$ cat src/rtl/rv32m_pkg.sv
// rv32m_pkg: shared RV32M func3 encodings, muldiv state encoding and special-case constants
package rv32m_pkg;
  localparam int XLEN = 32;
  localparam logic [2:0] F3_MUL    = 3'b000;
  localparam logic [2:0] F3_MULH   = 3'b001;
  localparam logic [2:0] F3_MULHSU = 3'b010;
  localparam logic [2:0] F3_MULHU  = 3'b011;
  localparam logic [2:0] F3_DIV    = 3'b100;
  localparam logic [2:0] F3_DIVU   = 3'b101;
  localparam logic [2:0] F3_REM    = 3'b110;
  localparam logic [2:0] F3_REMU   = 3'b111;
  localparam logic [31:0] ALL_ONES = 32'hFFFF_FFFF;
  localparam logic [31:0] INT_MIN  = 32'h8000_0000;
  typedef enum logic [1:0] {IDLE = 2'd0, CALC = 2'd1, FIX = 2'd2, DONE = 2'd3} md_state_e;
endpackage

$ cat src/rtl/ex_muldiv_unit.sv
// ex_muldiv_unit: iterative RV32M multiply/divide in EX, stalls the pipe while computing
module ex_muldiv_unit
  import rv32m_pkg::*;
(
  input  logic            i_clk,
  input  logic            i_rst_n,
  input  logic            i_start,
  input  logic            i_flush,
  input  logic [2:0]      i_func3,
  input  logic [XLEN-1:0] i_data1,
  input  logic [XLEN-1:0] i_data2,
  output logic            o_stall,
  output logic            o_done,
  output logic [XLEN-1:0] o_result
);
  md_state_e   r_state, w_next;
  logic [63:0] r_acc;
  logic [4:0]  r_cnt;
  logic [31:0] r_a, r_b, r_result;
  logic [2:0]  r_func3;
  logic        r_neg, r_neg_a;
  logic        w_div, w_sgn1, w_sgn2, w_s1, w_s2, w_zero, w_ovf;
  logic [31:0] w_spec, w_quo, w_rem, w_fix;
  logic [32:0] w_rem_sh, w_rem_sub;
  logic [63:0] w_prod, w_addend;
  assign w_div  = i_func3[2];
  assign w_sgn1 = w_div ? ~i_func3[0] : (i_func3 != F3_MULHU);
  assign w_sgn2 = w_div ? ~i_func3[0] : ~i_func3[1];
  assign w_s1   = w_sgn1 & i_data1[31];
  assign w_s2   = w_sgn2 & i_data2[31];
  assign w_zero = w_div & (i_data2 == 32'd0);
  assign w_ovf  = w_div & ~i_func3[0] & (i_data1 == INT_MIN) & (i_data2 == ALL_ONES);
  assign w_spec = w_zero ? (i_func3[1] ? i_data1 : ALL_ONES) : (i_func3[1] ? 32'd0 : INT_MIN);
  // restoring step: remainder in acc[63:32], quotient shifts into acc[31:0]
  assign w_rem_sh  = {r_acc[63:32], r_a[~r_cnt]};
  assign w_rem_sub = w_rem_sh - {1'b0, r_b};
  assign w_addend  = r_b[r_cnt] ? ({32'd0, r_a} << r_cnt) : 64'd0;
  assign w_prod = r_neg ? -r_acc : r_acc;
  assign w_quo  = r_neg ? -r_acc[31:0] : r_acc[31:0];
  assign w_rem  = r_neg_a ? -r_acc[63:32] : r_acc[63:32];
  assign w_fix  = r_func3[2] ? (r_func3[1] ? w_rem : w_quo)
                             : ((r_func3[1:0] == 2'b00) ? w_prod[31:0] : w_prod[63:32]);
  assign o_stall  = i_rst_n & ~i_flush & (((r_state == IDLE) & i_start) | (r_state == CALC) | (r_state == FIX));
  assign o_done   = (r_state == DONE);
  assign o_result = r_result;
  always_comb begin
    w_next = r_state;
    case (r_state)
      IDLE:    if (i_start) w_next = (w_zero | w_ovf) ? DONE : CALC;
      CALC:    if (r_cnt == 5'd31) w_next = FIX;
      FIX:     w_next = DONE;
      default: w_next = IDLE;
    endcase
    if (i_flush) w_next = IDLE;
  end
  always_ff @(posedge i_clk or negedge i_rst_n)
    if (!i_rst_n) begin
      r_state  <= IDLE;
      r_acc    <= '0;
      r_cnt    <= '0;
      r_a      <= '0;
      r_b      <= '0;
      r_func3  <= '0;
      r_neg    <= 1'b0;
      r_neg_a  <= 1'b0;
      r_result <= '0;
    end else begin
      r_state <= w_next;
      if (!i_flush)
        case (r_state)
          IDLE: if (i_start) begin
            r_acc   <= '0;
            r_cnt   <= '0;
            r_func3 <= i_func3;
            r_a     <= w_s1 ? -i_data1 : i_data1;
            r_b     <= w_s2 ? -i_data2 : i_data2;
            r_neg   <= w_s1 ^ w_s2;
            r_neg_a <= w_s1;
            if (w_zero | w_ovf) r_result <= w_spec;
          end
          CALC: begin
            r_cnt <= r_cnt + 5'd1;
            if (r_func3[2])
              r_acc <= {w_rem_sub[32] ? w_rem_sh[31:0] : w_rem_sub[31:0], r_acc[30:0], ~w_rem_sub[32]};
            else
              r_acc <= r_acc + w_addend;
          end
          FIX:     r_result <= w_fix;
          default: ;
        endcase
    end
endmodule

$ cat config.mk
export PLATFORM = sky130hd
export DESIGN_NAME = ex_muldiv_unit
export DESIGN_NICKNAME = d
export VERILOG_FILES = /design/src/rtl/rv32m_pkg.sv /design/src/rtl/ex_muldiv_unit.sv
export SDC_FILE = /design/constraint.sdc
export NUM_CORES = 1
export LEC_CHECK = 0
export CORE_ASPECT_RATIO = 0.7
export CORE_MARGIN = 2
export CORE_UTILIZATION = 28
export DETAILED_ROUTE_END_ITERATION = 12
export HOLD_SLACK_MARGIN = 0.05
export PLACE_DENSITY = 0.53
export SLEW_MARGIN = 10
export SYNTH_ARGS = -nofsm -noshare
export SYNTH_HDL_FRONTEND = slang
export SYNTH_SLANG_ARGS = --single-unit
export TNS_END_PERCENT = 10
$ cat constraint.sdc
create_clock -name i_clk -period 5.7 [get_ports i_clk]
set_input_delay 1.14 -clock i_clk [delete_from_list [all_inputs] [get_ports i_clk]]
set_output_delay 1.14 -clock i_clk [all_outputs]
set_load 0.05 [all_outputs]
* Yosys cells after proc, flatten, opt, wreduce, memory -nomap -nowiden
Index checks and enable logic that the tools add are counted.
** Operators by class
- Bitwise logic cells :: 18
- Order comparisons :: 2
- Shifts and indexed selects :: 1
- Reduce and logical (&&, ||, !) cells :: 9
- Eq/ne operators :: 11
- Add/sub/neg operators :: 8
- Multiplexer cells :: 32
** Operators with widths (number)
- $mux 32 :: 13
- $mux 64 :: 4
- $neg 32->32 :: 4
- $pmux 64 s2 :: 1
- $add 64x64->64 :: 1
- $eq 32x32->1 const B :: 2
- $neg 64->64 :: 1
- $pmux 32 s2 :: 1
- $shl 32x5->64 :: 1
- $sub 33x32->33 :: 1
- $logic_not 32->1 :: 1
- $lt 5x6->1 const B :: 2
- $bmux 1 s5 :: 2
- $pmux 5 s2 :: 1
- $and 1x1->1 :: 9
- $mux 2 :: 4
- $ne 3x2->1 const B :: 2
- $pmux 2 s3 :: 1
- $reduce_and 3->1 :: 2
- $add 5x1->5 const B :: 1
- $eq 5x5->1 const B :: 1
- $mux 5 :: 1
- $not 5->5 :: 1
- $eq 2x2->1 const B :: 2
- other kinds (12) :: 22
** Storage, ports and cells
- Flip-flop bits (word level) :: 172
- Bits of input ports :: 71
- Word-level logic and storage cells :: 90

* Logic depth before layout (Yosys ltp)
Gate-level depths: netlist of run 1.
- Depth after elaboration :: 9
- Depth in mapped cells :: 24
- Depth with buffers taken out :: 19

* Worst setup path before layout of run 1
Ideal clock, no wire load.
- Kind :: register -> register
- Start :: reg r_cnt[0]
- End :: reg r_acc[53]
- Arrival :: 5.582 ns
- Data required time :: 5.609 ns
- Cell stages (with the launch flop) :: 21
- Buffers on the path :: 4
- Clock period less this slack :: 5.673 ns
- Setup slack :: 0.027 ns
- Path through :: dfrtp_1 > clkbuf_1 > buf_2 > mux4_2 > mux4_2 > nand2_1 > and2_1 > clkbuf_1 > nor2_1 > ha_1 > clkbuf_1 > and3_1 > nand2_1 > or4_1 > a2111oi_0 > o31ai_1 > o21a_1 > o211ai_1 > nor2_1 > xor2_1 > o221ai_1
** Between the ends
- Cells in the longest elaborated chain, start to end :: 7
** Ends and longest elaborated chain
- from (decl) :: RTL line ex_muldiv_unit.sv:18 : logic [4:0] r_cnt;
- from (signal assigned) :: RTL line ex_muldiv_unit.sv:82 : r_cnt <= r_cnt + 5'd1;
- parallel branches: the longest is 5 deep, another holds $add 64x64->64
- $mux 64 (*) :: RTL line ex_muldiv_unit.sv:83 : if (r_func3[2])
- $pmux 64 s2 (*) :: RTL line ex_muldiv_unit.sv:70 : case (r_state)
- to (signal assigned) :: RTL line ex_muldiv_unit.sv:84 : r_acc <= {w_rem_sub[32] ? w_rem_sh[31:0] : w_rem_sub[31:0], r_acc[30:0], ~w_rem_sub[32]};
- to (signal assigned) :: RTL line ex_muldiv_unit.sv:86 : r_acc <= r_acc + w_addend;
- to (decl) :: RTL line ex_muldiv_unit.sv:17 : logic [63:0] r_acc;
Every way passes the cells marked *. The select of a mux whose other input is x is not followed.
A chain may end at the register's enable or synchronous reset.

* Worst setup path after layout of run 1
- Start :: reg r_cnt[0]
- End :: reg r_acc[51]
The elaborated chain is that of the path after synthesis.

==> flow_summary.ini, run 1 <==
[status]
outcome = finished, final reports clean

[timing]
hold_viol = 0
setup_viol = 0
period_share_pct = 96.7
worst_slew_pin_slew_ps = 1070
slew-limit-headroom_pct = 28.2
min_period_ps = 5510
fin_setup_tns_ps = 0
maxSlewViolCount = 0
fin_skew_ps = 25.8
fmax_ghz = 0.181
rsz0062_at_grt = true

[setup_path]
worstPathArrival_ps = 5840
crit-reg2reg-launch = r_cnt[0]$_DFFE_PN0P_
critPathLaunch = r_cnt[0]$_DFFE_PN0P_
end_kind = flip-flop
worstSetupStartpointType = flip-flop
cp.required_ps = 6030
path_class = flip-flop to flip-flop
crit_path_max_fanout = 17

[placement]
port_buffers = 104
gp_congestion = 0.956
post-dp-hpwl_mm = 64.6
place_inst = 3416

[power]
power_density_nw_per_um2 = 659
vdd_ir_drop_max_v = 0.000234
p_leak_nw = 8.86

[synthesis]
synthArstFlopShare_pct = 100
synth_edf_count = 0
syn_inst = 2510
synthesis.nets = 2689
ys_ff_latch = 172
synth_top_area_share_pct = 22.4
synth_flop_cell = dfrtp_1
yosys.area.top_type = dfrtp_1
yosysMostFrequentCell = nand2_1
ys_types = 80
ys_warn_count = 0
syn_area_per_cell_um2 = 7.64
seq_area_frac_synth_pct = 22.4
synth_area_um2 = 19200
synth_area_leaders = dfrtp_1, ha_1, o21ai_0
synth_common_cells = nand2_1, o21ai_0, nor2_1

[route]
via_per_inst = 5.83
drt_iter0_markers = 2214
drc = 0
drt-total-wl_mm = 81.5
drt-pass1-iter-count = 5
postRouteAntennaNets = 0
vias = 20200
wl_per_cell_um = 23.6

[global_routing]
gr-total-overflow = 0
grt_util_all_layers_pct = 22.6
grt_pass1_vias = 18300
grt_pass1_wl_mm = 121
grt_max_degree = 72
antenna_found_initial = 2

[clocking]
cts.reportedPaths.clkPinSlew_ps = 80
cts_tree = built
cts_sinks = 172
cts_inserted_buffers = 17
htreeDepth = 4
cts.path.max_buffers = 2
cts_root_buf = clkbuf_16
clkLatencyLatePin_ps = 500

[floorplan]
die_area_um2 = 70600
num_io_pins = 105
row_count = 80
die_w_um = 317
dieHeight_um = 223
start_util_pct = 28.2
coreArea_um2 = 68000

[finish]
fillers = 7201
layout-drive-gt1-share_pct = 7.91
final_nets = 2721
syn_to_final_growth_pct = 15.1
fin_cells = 3458

[min_path]
min_from = o_result[27]$_DFFE_PN0P_
hp-class = flip-flop to flip-flop

[job]
drv_cap = 0
-- path summary, 6_finish.rpt --
kind	cells past startpoint	slack, ps	to
max	19	190	r_acc[51]$_DFFE_PN0P_
min	2	520	o_result[27]$_DFFE_PN0P_
max reg2reg	19	190	r_acc[51]$_DFFE_PN0P_
min reg2reg	2	520	o_result[27]$_DFFE_PN0P_
max in group asynchronous	2	3650	r_cnt[0]$_DFFE_PN0P_
min in group asynchronous	1	620	o_result[8]$_DFFE_PN0P_
-- registers in the layout (all words and copies together) (netlist names) --
name,cells
r_acc,64
o_result,32
r_a,32
r_b,32
r_cnt,5
r_func3,3
r_state,2
r_neg,1
r_neg_a,1
-- cells by family (layout without fill, tap and decap cells) --
family / count (synthesis) / after routing / share of synthesized area, %
adders and majority gates: 108 / 108 / 7.12
AOI/OAI and AO/OA: 822 / 822 / 26.5
DFF: 172 / 172 / 22.4
other: 0 / 1 / 0
muxes: 133 / 133 / 9.32
xor gates and xnor gates: 225 / 225 / 10.3
buffers and inverters: 248 / 293 / 5.00
and+or+nand+nor: 802 / 802 / 19.3
-- through the flow --
stage	area, µm²	hold slack, ps	setup slack (ps)	utilization, %	total power (W)
after global routing	22100	557	-36.4	32.5	0.0155
after floorplan	19200	466	27.5	-	0.00934
after detailed placement	21300	507	-104	31.3	0.0128
final	22100	517	186	32.5	0.0146
after CTS	22000	525	4.39	32.3	0.0143
after global placement	21300	493	-75.1	31.3	0.0127
-- metal layers --
| layer | global-route usage, % | vias to the layer above | part of all wire (%) |
|---|---|---|---|
| li1 | - | 9227 | - |
| met1 | 37.0 | 9945 | 50 |
| met2 | 31.0 | 947 | 40 |
| met3 | 3.34 | 51 | 9.0 |
| met4 | 3.06 | 0 | 0.91 |
| met5 | 0 | - | 0 |
-- report_power, final --
group | total (W) | leakage (nW) | internal [W] | switching (W)
clock network | 0.00130 | 0.295 | 0.000710 | 0.000590
logic | 0.0105 | 6.37 | 0.00395 | 0.00651
registers | 0.00279 | 2.20 | 0.00172 | 0.00107
total | 0.0145 | 8.86 | 0.00638 | 0.00817
-- placed cells by master (no fill, tap or decap), types with 16 or more instances in the layout --
cell type / count
dfrtp_1: 167
o21ai_0: 258
a21oi_1: 183
xor2_1: 107
mux2i_1: 65
a211oi_1: 19
a22oi_1: 28
or3_1: 18
mux2_2: 32
nor3_1: 55
and2_1: 16
nand2b_1: 22
nor2b_1: 22
xnor2_1: 116
nand4_1: 30
a21o_1: 28
mux4_2: 33
clkbuf_16: 18
or4_1: 19
buf_4: 65
inv_1: 83
and3_1: 27
ha_1: 106
o31ai_1: 28
nand2_1: 286
o221ai_1: 19
nor2_1: 225
o21bai_1: 19
clkdlybuf4s50_1: 103
a31oi_1: 47
nand3_1: 36
a22o_1: 20
o21ai_1: 49
-- timing repair --
item | CTS | global route
resized for setup | 1 | 13
gates cloned | 0 | 1
setup endpoints to repair | 10 | 32
hold buffers | 0 | 0
setup buffers | 6 | 2
pin swaps | 1 | 1
hold endpoints to repair | 0 | 0
-- critical path, stage by stage, from the launching register on --
cell and delay, ps:
dfrtp_4 550, mux4_2 570, mux4_2 490, nand2b_1 240, and2_1 220, buf_12 160, buf_4 200, nor2_1 80
ha_1 370, a21oi_1 250, o21ai_0 130, a31oi_1 270, nor3_1 80, a2111oi_0 420, o41ai_1 210, buf_4 200
a41oi_1 380, o21ai_1 120, xnor2_1 250, o221ai_1 160
-- cell type report --
class | instances | area, µm² | share of cell area (%)
Multi-Input combinational cell | 2090 | 14000 | 63.4
Clock buffer | 21 | 450 | 2.04
Sequential cell | 172 | 4320 | 19.6
Antenna cell | 1 | 2.50 | 0.0113
Tap cell | 902 | 1130 | 5.11
Timing Repair Buffer | 177 | 1700 | 7.69
Inverter | 84 | 315 | 1.43
Clock inverter | 11 | 158 | 0.714
Power figures use the tool's default switching activity.
==> inputs of run 2 (changes only) <==
HOLD_SLACK_MARGIN = 0.1   (was 0.05)
==> results of run 2 <==
Final layout, timing and power as in run 1 (identical DEF).
